--- src/rtl/filtro_iir_secuencial_if.sv ---
// Sample/coefficient bus of the serial biquad: sample strobe in, ROM select/data,
// filtered result out.
interface filtro_iir_secuencial_if #(
  parameter int DATA_W = 12,
  parameter int COEF_W = 25
);
  logic                     muestra_lista;
  logic signed [DATA_W-1:0] muestra_in;
  logic signed [COEF_W-1:0] cte;
  logic [3:0]               sel_cte;
  logic signed [DATA_W-1:0] dato_out;
  logic                     dato_valido;
  logic                     ocupado;

  // Environment side: ADC capture, coefficient ROM and output consumer.
  modport master (
    output muestra_lista, muestra_in, cte,
    input  sel_cte, dato_out, dato_valido, ocupado
  );

  // Filter engine side.
  modport slave (
    input  muestra_lista, muestra_in, cte,
    output sel_cte, dato_out, dato_valido, ocupado
  );
endinterface

--- src/rtl/filtro_iir_secuencial.sv ---
// Serial-MAC biquad: one multiply-accumulate per clock over taps c0,c1,c2,c5,c6
// read from an external combinational ROM, then scale, saturate and update the
// delay lines.
module filtro_iir_secuencial #(
  parameter int DATA_W = 12,
  parameter int COEF_W = 25,
  parameter int FRAC   = 14,
  parameter int ACC_W  = 40
) (
  input logic                    clk,
  input logic                    reset,
  filtro_iir_secuencial_if.slave bus
);

  localparam int PROD_W = DATA_W + COEF_W;

  localparam logic signed [ACC_W-1:0] MAX_A = {{(ACC_W-DATA_W+1){1'b0}}, {(DATA_W-1){1'b1}}};
  localparam logic signed [ACC_W-1:0] MIN_A = {{(ACC_W-DATA_W+1){1'b1}}, {(DATA_W-1){1'b0}}};
  localparam logic signed [DATA_W-1:0] MAX_D = {1'b0, {(DATA_W-1){1'b1}}};
  localparam logic signed [DATA_W-1:0] MIN_D = {1'b1, {(DATA_W-1){1'b0}}};

  typedef enum logic [1:0] {IDLE, MAC, ESCALA} estado_t;

  estado_t                  estado;
  logic [2:0]               tap;
  logic signed [DATA_W-1:0] x0, x1, x2, y1, y2;
  logic signed [DATA_W-1:0] operando;
  logic signed [PROD_W-1:0] producto;
  logic signed [ACC_W-1:0]  acc;
  logic signed [ACC_W-1:0]  escalado;
  logic signed [DATA_W-1:0] saturado;

  // Tap index to ROM address: feedforward taps 0..2, feedback taps at 5 and 6.
  function automatic logic [3:0] sel_de(input logic [2:0] k);
    case (k)
      3'd0:    sel_de = 4'd0;
      3'd1:    sel_de = 4'd1;
      3'd2:    sel_de = 4'd2;
      3'd3:    sel_de = 4'd5;
      3'd4:    sel_de = 4'd6;
      default: sel_de = 4'd0;
    endcase
  endfunction

  // Operand for the current tap and its full-width product with the ROM word.
  always_comb begin
    case (tap)
      3'd0:    operando = x0;
      3'd1:    operando = x1;
      3'd2:    operando = x2;
      3'd3:    operando = y1;
      3'd4:    operando = y2;
      default: operando = '0;
    endcase
    producto = $signed({{COEF_W{operando[DATA_W-1]}}, operando})
             * $signed({{DATA_W{bus.cte[COEF_W-1]}}, bus.cte});
  end

  // Fixed-point rescale (floor) and clamp to the output range.
  always_comb begin
    escalado = acc >>> FRAC;
    if (escalado > MAX_A)      saturado = MAX_D;
    else if (escalado < MIN_A) saturado = MIN_D;
    else                       saturado = escalado[DATA_W-1:0];
  end

  // Control FSM with registered outputs, datapath registers and delay lines.
  always_ff @(posedge clk) begin
    if (reset) begin
      estado          <= IDLE;
      tap             <= '0;
      acc             <= '0;
      x0              <= '0;
      x1              <= '0;
      x2              <= '0;
      y1              <= '0;
      y2              <= '0;
      bus.sel_cte     <= '0;
      bus.dato_out    <= '0;
      bus.dato_valido <= 1'b0;
      bus.ocupado     <= 1'b0;
    end else begin
      bus.dato_valido <= 1'b0;
      case (estado)
        IDLE: begin
          bus.sel_cte <= '0;
          if (bus.muestra_lista) begin
            x0          <= bus.muestra_in;
            acc         <= '0;
            tap         <= '0;
            bus.ocupado <= 1'b1;
            estado      <= MAC;
          end
        end
        MAC: begin
          acc <= acc + {{(ACC_W-PROD_W){producto[PROD_W-1]}}, producto};
          // sel_cte is loaded one cycle ahead so the ROM word matches the tap in use.
          if (tap == 3'd4) begin
            bus.sel_cte <= '0;
            estado      <= ESCALA;
          end else begin
            tap         <= tap + 3'd1;
            bus.sel_cte <= sel_de(tap + 3'd1);
          end
        end
        ESCALA: begin
          bus.dato_out    <= saturado;
          x2              <= x1;
          x1              <= x0;
          y2              <= y1;
          y1              <= saturado;
          bus.dato_valido <= 1'b1;
          bus.ocupado     <= 1'b0;
          estado          <= IDLE;
        end
        default: estado <= IDLE;
      endcase
    end
  end

endmodule

--- src/flat_wrapper.sv ---
// flat-port wrapper written by rule: the top's interface ports become plain ports
module filtro_iir_secuencial_flat 
#(
  parameter int DATA_W = 12,
  parameter int COEF_W = 25,
  parameter int FRAC   = 14,
  parameter int ACC_W  = 40
)
  (clk, reset, bus_muestra_lista, bus_muestra_in, bus_cte, bus_sel_cte, bus_dato_out, bus_dato_valido, bus_ocupado);
  filtro_iir_secuencial_if #(.DATA_W(DATA_W), .COEF_W(COEF_W)) bus_i ();
  input logic clk;
  input logic reset;
  input wire logic [$bits(bus_i.muestra_lista)-1:0] bus_muestra_lista;
  input wire logic [$bits(bus_i.muestra_in)-1:0] bus_muestra_in;
  input wire logic [$bits(bus_i.cte)-1:0] bus_cte;
  output wire logic [$bits(bus_i.sel_cte)-1:0] bus_sel_cte;
  output wire logic [$bits(bus_i.dato_out)-1:0] bus_dato_out;
  output wire logic [$bits(bus_i.dato_valido)-1:0] bus_dato_valido;
  output wire logic [$bits(bus_i.ocupado)-1:0] bus_ocupado;
  assign bus_i.muestra_lista = bus_muestra_lista;
  assign bus_i.muestra_in = bus_muestra_in;
  assign bus_i.cte = bus_cte;
  assign bus_sel_cte = bus_i.sel_cte;
  assign bus_dato_out = bus_i.dato_out;
  assign bus_dato_valido = bus_i.dato_valido;
  assign bus_ocupado = bus_i.ocupado;
  filtro_iir_secuencial #(.DATA_W(DATA_W), .COEF_W(COEF_W), .FRAC(FRAC), .ACC_W(ACC_W)) u_core (.clk(clk), .reset(reset), .bus(bus_i));
endmodule
--- config.mk ---
export PLATFORM = sky130hd
export DESIGN_NAME = filtro_iir_secuencial_flat
export DESIGN_NICKNAME = d
export VERILOG_FILES = /design/src/rtl/filtro_iir_secuencial_if.sv /design/src/rtl/filtro_iir_secuencial.sv /design/src/flat_wrapper.sv
export SDC_FILE = /design/constraint.sdc
export NUM_CORES = 1
export LEC_CHECK = 0
export BUFFER_PORTS_ARGS = -buffer_cell sky130_fd_sc_hd__buf_4
export CAP_MARGIN = 30
export CELL_PAD_IN_SITES_DETAIL_PLACEMENT = 1
export CELL_PAD_IN_SITES_GLOBAL_PLACEMENT = 1
export CORE_ASPECT_RATIO = 1.1
export CORE_MARGIN = 2
export CORE_UTILIZATION = 50
export CTS_BUF_LIST = sky130_fd_sc_hd__clkbuf_8 sky130_fd_sc_hd__clkbuf_16
export DETAILED_ROUTE_END_ITERATION = 6
export HOLD_SLACK_MARGIN = 0.06
export PLACE_DENSITY = 0.89
export SLEW_MARGIN = 20
export SYNTH_ARGS = -nofsm -noshare
export SYNTH_HDL_FRONTEND = slang
export SYNTH_SLANG_ARGS = --single-unit
--- constraint.sdc ---
create_clock -name clk -period 11.4 [get_ports clk]
set_input_delay 0.57 -clock clk [delete_from_list [all_inputs] [get_ports clk]]
set_output_delay 0.57 -clock clk [all_outputs]
set_load 0.01 [all_outputs]
Word-level counts from Yosys, hierarchy flattened
Index checks and enable logic that the tools add are counted.
{"block": "totals", "ff_bits": 111, "input_bits": 40, "out_inout_bits": 18, "wordCells": 55}
{"block": "op_classes", "n_addsub": 2, "multipliers": 1, "n_lt_le_gt_ge": 2, "n_eq_ne": 13, "muxes": 17, "n_reduce_logical": 9}
{"operator": "one-hot mux 40 bit (2 select lines)", "count": 1}
{"operator": "one-hot mux 12 bit (5 select lines)", "count": 1}
{"operator": "adder 40 bit", "count": 1}
{"operator": "two-way mux 40 bit", "count": 1}
{"operator": "multiplier 12 x 25 -> 37 bit", "count": 1}
{"operator": "greater-than comparator 26 x 12 -> 1 bit (second input constant)", "count": 1}
{"operator": "< comparator 26 x 12 -> 1 bit (second input constant)", "count": 1}
{"operator": "two-way mux 12 bit", "count": 2}
{"operator": "equality test 3 x 2 -> 1 bit (second input constant)", "count": 4}
{"operator": "one-hot mux 3 bit (4 select lines)", "count": 1}
{"operator": "one-hot mux 4 bit (2 select lines)", "count": 1}
{"operator": "AND reduction 2 bit", "count": 4}
{"operator": "equality test 3 x 1 -> 1 bit (second input constant)", "count": 2}
{"operator": "equality test 3 bit (second input constant)", "count": 2}
{"operator": "two-way mux 3 bit", "count": 2}
{"operator": "one-hot mux 3 bit (2 select lines)", "count": 1}
{"operator": "two-way mux 2 bit", "count": 2}
{"operator": "two-way mux 4 bit", "count": 1}
{"operator": "!= test 2 bit (second input constant)", "count": 2}
{"operator": "one-hot mux 2 bit (2 select lines)", "count": 1}
{"operator": "nonzero test 2 bit", "count": 2}
{"operator": "adder 3 x 1 -> 3 bit (second input constant)", "count": 1}
{"operator": "zero test 3 bit", "count": 1}
{"operator": "AND reduction 3 bit", "count": 1}
{"operator": "other kinds (6)", "count": 7}

Depth between registers and ports, before layout
Gate-level depths: netlist of the first run.
{"block": "depth", "ltp_word": 5, "mapped_depth": 41, "depth_no_buf": 37}

Least setup slack after synthesis of the first run
OpenSTA, ideal clock, no wires.
{"block": "synth_timing", "path_type": "register to register", "from": "register u_core.tap[0]", "to": "register u_core.acc[38]", "setup_ns": 0.126, "arrival_ns": 8.438, "required_ns": 11.274, "path_slack_ns": 2.836, "path_stages_with_launch": 37, "n_path_buf": 3, "period_less_slack_ns": 8.564, "cell_sequence": "dfxtp_1 -> inv_1 -> ha_1 -> nor2b_1 -> clkbuf_1 -> a22oi_1 -> nand2_1 -> a221oi_1 -> clkbuf_1 -> nor2_1 -> fa_1 -> fa_1 -> fa_1 -> fa_1 -> inv_1 -> fa_1 -> inv_1 -> ha_1 -> a211oi_2 -> o21bai_2 -> or4_1 -> o21ai_1 -> nor2_1 -> a31oi_1 -> xnor2_1 -> ha_1 -> clkbuf_1 -> a21oi_1 -> o21ai_0 -> a21o_1 -> a21o_1 -> a31oi_1 -> o21ai_0 -> a31o_1 -> a211oi_1 -> xor2_1 -> o21ai_1"}
{"block": "synth_via", "elab_chain_cells": 5, "word_cells_on_any_way": 9, "classes_between": "add/sub: 1; mul: 1; eq/ne: 4; mux: 2; reduce/logical: 1"}
{"element": "from (decl)", "line": "filtro_iir_secuencial.sv:25", "source": "logic [2:0] tap;"}
{"element": "from (signal assigned)", "line": "filtro_iir_secuencial.sv:102", "source": "tap <= tap + 3'd1;"}
{"element": "equality test 3 bit, or another cell as far along", "line": "filtro_iir_secuencial.sv:47", "source": "case (tap)"}
{"element": "one-hot mux 12 bit (5 select lines) (*)", "line": "filtro_iir_secuencial.sv:47"}
{"element": "multiplier 12 x 25 -> 37 bit (*)", "line": "filtro_iir_secuencial.sv:56", "source": "* $signed({{DATA_W{bus.cte[COEF_W-1]}}, bus.cte});"}
{"element": "adder 40 bit (*)", "line": "filtro_iir_secuencial.sv:96", "source": "acc <= acc + {{(ACC_W-PROD_W){producto[PROD_W-1]}}, producto};"}
{"element": "one-hot mux 40 bit (2 select lines) (*)", "line": "filtro_iir_secuencial.sv:84", "source": "case (estado)"}
{"element": "to (signal assigned)", "line": "filtro_iir_secuencial.sv:96"}
{"element": "to (decl)", "line": "filtro_iir_secuencial.sv:29", "source": "logic signed [ACC_W-1:0] acc;"}
Mark *: on every way between the ends. The rest lies on a longest branch, timed or not.
A chain may end at the register's enable or synchronous reset.

Worst setup path after layout of the first run
{"block": "layout_timing", "from": "register u_core.tap[0]", "to": "register u_core.acc[39]"}
The elaborated chain is that of the path after synthesis.

==> results.txt, run 1 <==
The flow ran to the end, and the final reports show no timing, DRC or antenna violations. Across the run, the number of max-cap violations was 0. The placed wire-length estimate is 39300 µm. Clock-pin slew was measured on the worst setup and hold paths at 70 ps.

The total wire length after detailed routing was 48500 µm. Buffers placed on the I/O ports in this run total 56. The minimum clock period after layout is 9770 ps, and the number of violations reported at the end of detailed-routing iteration 0 is 721.

The tools report the area of the mapped netlist as 0.0166 mm². In this run the power density over the cells is 150 mW/mm². Data on the critical path arrives at its endpoint at 10060 ps. The global-route wire length before repair is 80300 µm. The logs give 0 for the overflow left after global routing and 3 for the H-tree depth reported by CTS. Compared with the post-synthesis result, the final layout area differs by 6.33%. The maximum fanout encountered on the critical timing path is 15.

Among all flip-flop cells after synthesis, the most frequent one is sky130_fd_sc_hd__dfxtp_1. The share of synthesized registers carrying an async set or reset is 0%. The critical-path cell with the highest stage delay was sky130_fd_sc_hd__a2111oi_0. Summing internal, switching and leakage power gives 0.00265 W. The tools report the footprint of the multi-input gates as 0.0128 mm².

Across the whole layout, storage elements account for 0.00220 mm². Counting every sink on the clock net gives 110. The critical path is of the reg -> reg type. The worst-case IR drop observed on VDD is 0.116 mV. In this run the standard cell core region covers 0.0330 mm². The final critical path takes up 85.7% of the cycle. The total clock buffers created by CTS is 9, and the final worst clock skew is 9.87 ps. Global routing consumed, on the met3 layer, 2.43% of the routing resources. The global-route track usage on met2 was 53.5%; the number of gates resized after cts was 0.

The run gives 15700 as the number of global-route vias before repair. Pin count of the biggest net entering global routing: 71. The logs give 2430 for the count of nets after finishing and 72 for the distinct cell type count of the synthesized netlist.

The number of hold violations in the final report came out at 0. The tools report the launch point of the worst hold path as bus_muestra_in[3]. At the worst endpoint, the required time is 11690 ps. Number of buffers on the longest clock path: 2. The delay of the slowest critical-path stage is 700 ps, and the area enclosed by the die boundary is 0.0347 mm². The share of final-layout standard cells stronger than drive strength 1 was 6.29%; the count of state elements after synthesis was 110. The routed length per instance was 19.9 µm; the number of instances in the synthesized netlist was 2011. The initial utilization of the core area, before any placement, comes to 50.4%.

The worst setup path is launched from a register. The number of remaining DRC errors came out at 0. The area share of the largest cell type after synthesis came out at 32.4%. The clock latency on the worst-skew pair is 360 ps, and the slew of the pin with the lowest slew margin is 882 ps. Post-CTS timing repair inserted 0 buffers for setup. Counting the fill cells in the layout gives 3971. For the number of antenna violations at the first check in global routing, the log shows 0. The number of hold buffers added after cts was 0. The launch instance of the worst register-to-register path is u_core.tap[0]. Of all cell types, the one taking the most synthesized area is sky130_fd_sc_hd__fa_1.

The pre-antenna-repair detailed-routing pass consisted of 5 iterations. The worst slew slack as a fraction of its limit was 41.1%; the slack of the critical path was 1630 ps. Of the synthesized area, sequential elements account for 13.2%. The leakage power is 8.36 nW, and the ratio of routed vias to standard cells is 5.68. The worst setup path is captured at a register.

The final total negative setup slack came out at 0 ps. Number of placement rows: 70. TritonCTS built the clock tree. A synthesized cell averages 8.27 µm². In this run the vertical extent of the chip is 195 µm.

The global routing met1 resource utilization was 35.0%. After synthesis, the cell types taking the most area are sky130_fd_sc_hd__fa_1, sky130_fd_sc_hd__dfxtp_1, sky130_fd_sc_hd__ha_1. Overall track demand over capacity in global routing: 29.2%.

The tools report the clock root buffer as sky130_fd_sc_hd__clkbuf_16. The run gives 0 as the post-route antenna net violation count. The most critical setup path has its startpoint at u_core.tap[0].

The routed layout has 13800 vias. The maximum clock frequency was 102 MHz. The pre-CTS setup slack came out at 1740 ps. Yosys mapped a number of flops with a built-in enable equal to 0.

Horizontal extent of the die: 178 µm. Busiest metal layer after global routing: met2. Setup repair after global routing left no endpoint under its margin. The logs give 0 for the number of warnings printed during yosys synthesis and 0 for the count of final setup violators. For the number of nets produced by synthesis, the log shows 2443. The path class of the tightest hold or removal check is in -> reg. The I/O pin count was 58; the last weighted congestion value of the routability-driven placer was 0.947. For the count of pins over their slew limit, the log shows 0.
[cell usage in the layout, fill, tap and decap left out, types with 9 or more instances in the layout]
cell	instances
sky130_fd_sc_hd__nand3_1	21
sky130_fd_sc_hd__o21ai_1	14
sky130_fd_sc_hd__nor2_1	95
sky130_fd_sc_hd__and2_1	81
sky130_fd_sc_hd__nand2_1	364
sky130_fd_sc_hd__buf_4	72
sky130_fd_sc_hd__xnor2_1	48
sky130_fd_sc_hd__inv_1	348
sky130_fd_sc_hd__nand4_1	11
sky130_fd_sc_hd__ha_1	123
sky130_fd_sc_hd__clkbuf_16	9
sky130_fd_sc_hd__nor2b_1	13
sky130_fd_sc_hd__dfxtp_1	110
sky130_fd_sc_hd__o21ai_0	40
sky130_fd_sc_hd__a21oi_1	123
sky130_fd_sc_hd__a22oi_1	46
sky130_fd_sc_hd__a31oi_1	9
sky130_fd_sc_hd__xor2_1	20
sky130_fd_sc_hd__fa_1	269
sky130_fd_sc_hd__a21o_1	43
sky130_fd_sc_hd__nand2b_1	10
[report_power, final]
part / internal, W / total (W) / switching (W)
combinational: 0.000720 / 0.00186 / 0.00114
sequential: 0.000425 / 0.000473 / 0.0000475
clock: 0.000154 / 0.000308 / 0.000154
total: 0.00130 / 0.00265 / 0.00135
[Yosys cell counts (3+ instances only)]
library cell / count
sky130_fd_sc_hd__o31ai_4: 3
sky130_fd_sc_hd__fa_1: 269
sky130_fd_sc_hd__nand3_1: 22
sky130_fd_sc_hd__a31oi_1: 9
sky130_fd_sc_hd__o21ai_0: 40
sky130_fd_sc_hd__nor3b_1: 3
sky130_fd_sc_hd__nand2b_1: 11
sky130_fd_sc_hd__and4_1: 6
sky130_fd_sc_hd__a221oi_1: 3
sky130_fd_sc_hd__a21oi_1: 123
sky130_fd_sc_hd__dfxtp_1: 110
sky130_fd_sc_hd__xor2_1: 20
sky130_fd_sc_hd__ha_1: 123
sky130_fd_sc_hd__clkbuf_1: 96
sky130_fd_sc_hd__a22oi_1: 46
sky130_fd_sc_hd__o21a_1: 8
sky130_fd_sc_hd__nand2_1: 364
sky130_fd_sc_hd__nor2_1: 95
sky130_fd_sc_hd__o211ai_1: 4
sky130_fd_sc_hd__and3_1: 7
sky130_fd_sc_hd__or4_1: 6
sky130_fd_sc_hd__a21oi_2: 5
sky130_fd_sc_hd__inv_1: 347
sky130_fd_sc_hd__o21ai_1: 16
sky130_fd_sc_hd__nor3_1: 6
sky130_fd_sc_hd__a211oi_1: 5
sky130_fd_sc_hd__and2_1: 81
sky130_fd_sc_hd__o21bai_1: 8
sky130_fd_sc_hd__nor2b_1: 15
sky130_fd_sc_hd__or2_2: 6
sky130_fd_sc_hd__xnor2_1: 48
sky130_fd_sc_hd__a21o_1: 43
sky130_fd_sc_hd__nand4_1: 11
sky130_fd_sc_hd__nor4_1: 4
[final timing paths]
path / endpoint / slack, ps / cells after the start
max: u_core.acc[39] / 1630 / 35
min: u_core.x0[3] / 460 / 3
min reg2reg: u_core.y2[9] / 460 / 2
max reg2reg: u_core.acc[39] / 1630 / 35
[area by class of cell]
class / instances / share of cell area, %
well taps: 432 / 3.06
inverters: 347 / 7.37
repair buffers: 75 / 3.29
flip-flops and latches: 110 / 12.5
multi-input cells: 1455 / 72.3
diodes: 1 / 0.0142
clock inverters: 5 / 0.198
clock buffers: 10 / 1.35
[critical path, delay by kind of cell, from the launching register on]
kind            cells  cell delay, ps
compound gates      9            2200
flops               1             480
buf+inv             6             810
simple gates       10            2460
fa+ha+maj           8            3470
xor+xnor            2             250
[kinds of logic after synthesis]
group / synth area share, %
AO/OA/AOI/OAI: 13.9
XOR/XNOR: 3.68
flip-flops: 13.2
multiplexers: 0.128
adder cells (fa/ha/maj): 41.6
AND/OR/NAND/NOR: 17.3
buffers and inverters: 10.1
other: 0.0225
[stage by stage]
step | hold WS (ps) | area, µm² | utilization [%] | instances
floorplan | 436 | 16600 | - | 2011
global placement | 442 | 17400 | 52.6 | 2416
detailed placement | 451 | 17400 | 52.7 | 2419
CTS | 452 | 17700 | 53.6 | 2434
global route | 474 | 17700 | 53.6 | 2434
finish | 458 | 17700 | 53.6 | 2435
[state kept, by name (all words and copies together), names as in the netlist, 2 cells and up]
name,flops
u_core.x0,12
u_core.x2,12
u_core.acc,40
u_core.bus.dato_out,12
u_core.tap,3
u_core.bus.sel_cte,3
u_core.y2,12
u_core.estado,2
u_core.x1,12
[metal layers]
layer  part of all wire, %  vias to the layer above
met5                     0                        -
met4                   3.2                        0
met3                   3.5                      106
met2                    54                      294
met1                    40                     7125
li1                      -                     6307
Power figures use the tool's default switching activity.
==> run 2, diff against run 1 <==
--- a/config.mk
+++ b/config.mk
@@ -17,5 +17,4 @@
 export HOLD_SLACK_MARGIN = 0.06
 export PLACE_DENSITY = 0.89
-export SLEW_MARGIN = 20
 export SYNTH_ARGS = -nofsm -noshare
 export SYNTH_HDL_FRONTEND = slang
==> constraint.sdc (replaced) <==
create_clock -name clk -period 11.4 [get_ports clk]
set_input_delay 2.28 -clock clk [delete_from_list [all_inputs] [get_ports clk]]
set_output_delay 2.28 -clock clk [all_outputs]
set_load 0.01 [all_outputs]
==> run 2 against run 1 <==
- largest cell class unchanged
- final area rose by 0.93%
- clock skew rose by 1.2 ps
- non-clock buffer count rose by 9
==> results.txt, run 2 (synthesized netlist as in run 1, its figures left out) <==
Total wire length after detailed routing: 49500 µm (+2.1%). For the last weighted congestion value of the routability-driven placer, the log shows 0.989 (+4.4%). The leakage power is 8.43 nW (+0.84%), and the final worst hold slack is 460 ps (+1.76 ps).

The critical path starts at u_core.tap[0]. Ratio of routed vias to standard cells: 5.73 (+0.91%). The overall track demand over capacity in global routing was 29.7% (+0.51 points). In this run the critical register-to-register path is launched from u_core.tap[0]. The tools report the final standard cell utilization of the core as 54.1% (+0.50 points). Number of hold violations in the final report: 0 (unchanged). The flip-flop count of the largest register, all copies and words added came out at 40 (unchanged). The run gives 0 (unchanged) as the count of pins over their slew limit. Final worst clock skew: 11.1 ps (+1.25 ps). The horizontal extent of the die is 178 µm (unchanged), and the cell area reported after detailed placement is 0.0175 mm² (+0.74%).

The number of filler cells placed in the layout is 3979 (+0.20%), and the number of gates resized after cts is 0 (unchanged). The total via count in the routed design came out at 14000 (+1.4%). The worst slew slack as a fraction of its limit came out at 36.2% (-4.8 points). The largest vdd supply drop was 0.107 mV (-8.0%); the number of antenna violations at the first check in global routing was 2 (+2).

The number of sinks on the clock net came out at 110 (unchanged). From synthesis to final layout, the design area changed by 7.32%. The tools report the H-tree depth reported by CTS as 3 (unchanged). The number of input and output port buffers inserted was 56 (unchanged).

The hold-critical path depth is 2 (-1), and the clock slew at the register clock pins of the worst setup and hold paths is 70 ps (about the same). The buffering stage count on the worst path with inverters included is 5 (-1), and the area enclosed by the die boundary is 0.0347 mm² (unchanged). In the layout the commonest cells are sky130_fd_sc_hd__nand2_1, sky130_fd_sc_hd__inv_1, sky130_fd_sc_hd__fa_1, sky130_fd_sc_hd__a21oi_1, sky130_fd_sc_hd__ha_1. The register with the most flip-flops in the final layout is u_core.acc. The global-route track usage on met2 was 54.0% (+0.50 points). The routed length per instance was 20.2 µm (+1.6%).

The count of nets after finishing is 2439 (+0.37%). Pin count of the biggest net entering global routing: 64 (-9.9%). The tree is rooted in a sky130_fd_sc_hd__clkbuf_16. For the placed wire-length estimate, the log shows 39900 µm (+1.5%). On the critical path, the stage with the largest delay is an instance of sky130_fd_sc_hd__nor2b_1. The number of global-route vias before repair is 15900 (+1.6%), and the minimum clock period after layout is 9930 ps (+161 ps). The number of violations reported at the end of detailed-routing iteration 0 came out at 822 (+14%). The endpoint kind of the worst setup timing path was a register. I/O pin count: 58 (unchanged).

The global routing met3 resource utilization was 3.76% (+1.3 points). The tools report the global-route wire length before repair as 81300 µm (+1.2%). The busiest metal layer after global routing is met2. The kind of cell with the highest combined delay along the critical path is adder cells.

Setup repair after global routing left no endpoint under its margin. The run gives 9 (unchanged) as the total clock buffers created by CTS. The run gives 7 (+2) as the first-pass detailed-route iteration total. The clock latency on the worst-skew pair is 370 ps (about the same). STA classifies the critical path startpoint as a register.

The number of remaining DRC errors is 0 (unchanged), and the endpoint required time on the critical path is 11610 ps (-80 ps). The die extent in y works out to 195 µm (unchanged). The setup fix buffers added after clock tree synthesis is 0 (unchanged). The maximum fanout encountered on the critical timing path works out to 13 (-2). The run finished with clean final reports. The number of max-cap violations is 0 (unchanged), and the count of final setup violators is 0 (unchanged). The final total negative setup slack was 0 ps (unchanged). The critical path in this run is classified as reg -> reg. The number of buffers on the longest clock path was 2 (unchanged).

Share of the clock period used by the worst path: 87.1% (+1.4 points). The share of final-layout standard cells stronger than drive strength 1 was 6.61% (+0.32 points). The run gives 0 (unchanged) as the post-route antenna net violation count.

The slew of the pin with the lowest slew margin came out at 954 ps (+71.5 ps). The run gives 34.4% (-0.69 points) as the global routing met1 resource utilization. The logs give 0.0178 mm² (+0.93%) for the total non-filler cell area in the finished layout and 0 (unchanged) for the overflow left after global routing. The power per cell area is 150 mW/mm² (+0.13%), and the maximum clock frequency is 101 MHz (-1.6%). Delay of the slowest critical-path stage: 750 ps (+50 ps). In this design, the critical path's most frequently occurring cell is sky130_fd_sc_hd__fa_1. The total design power is 0.00267 W (+1.1%). The run gives 70 (unchanged) as the number of placement rows. For the number of hold buffers added after cts, the log shows 0 (unchanged). Critical path depth in cells: 34 (-2.9%). Leaving out fill and tap cells, the most frequent cell in the layout is sky130_fd_sc_hd__nand2_1. The core area is 0.0330 mm² (unchanged). The worst hold path belongs to the class reg -> reg. The count of cells along the worst register-to-register path came out at 34 (-2.9%). Launch point of the worst hold path: u_core.bus.ocupado. TritonCTS built the clock tree. The run gives 10140 ps (+80 ps) as the signal arrival time at the worst endpoint. The effective utilization at floorplan was 50.4% (unchanged).
-- run 2: worst paths after layout --
| kind | endpoint | slack [ps] |
|---|---|---|
| worst min-delay path | u_core.bus.ocupado | 460 |
| worst max-delay path | u_core.acc[34] | 1470 |
| worst min register to register | u_core.bus.ocupado | 460 |
| worst max register to register | u_core.acc[34] | 1470 |
-- run 2: area by class of cell --
type	instances	area (µm²)	area share, %
Timing Repair Buffer	84	746	4.18
Multi-Input combinational cell	1455	12800	71.6
Antenna cell	3	7.51	0.0421
Sequential cell	110	2200	12.3
Tap cell	432	541	3.03
Inverter	347	1300	7.30
Clock inverter	6	38.8	0.217
Clock buffer	10	239	1.34
-- run 2: stage by stage --
| stage | cells | worst slack (ps) |
|---|---|---|
| floorplan | 2011 | 2340 |
| global placement | 2420 | 1780 |
| detailed placement | 2427 | 1600 |
| CTS | 2443 | 1510 |
| global route | 2444 | 1030 |
| finish | 2447 | 1470 |
-- run 2: where the power goes --
| part | total (W) | leakage (nW) | switching, W | internal, W |
|---|---|---|---|---|
| Sequential | 0.000474 | 0.892 | 0.0000490 | 0.000425 |
| Combinational | 0.00189 | 7.40 | 0.00117 | 0.000726 |
| Clock | 0.000307 | 0.139 | 0.000153 | 0.000154 |
-- run 2: tightest hold or removal path, delay by kind of cell (launching register included) --
family / cells / cell delay (ps)
simple gates: 1 / 50
flops: 1 / 310
compound gates: 1 / 50
-- run 2: layer usage --
metal  vias up  wire, µm
li1       6312         -
met1      7219     18900
met2       359     26500
met3       137      1810
met4         0      2350
met5         -         0
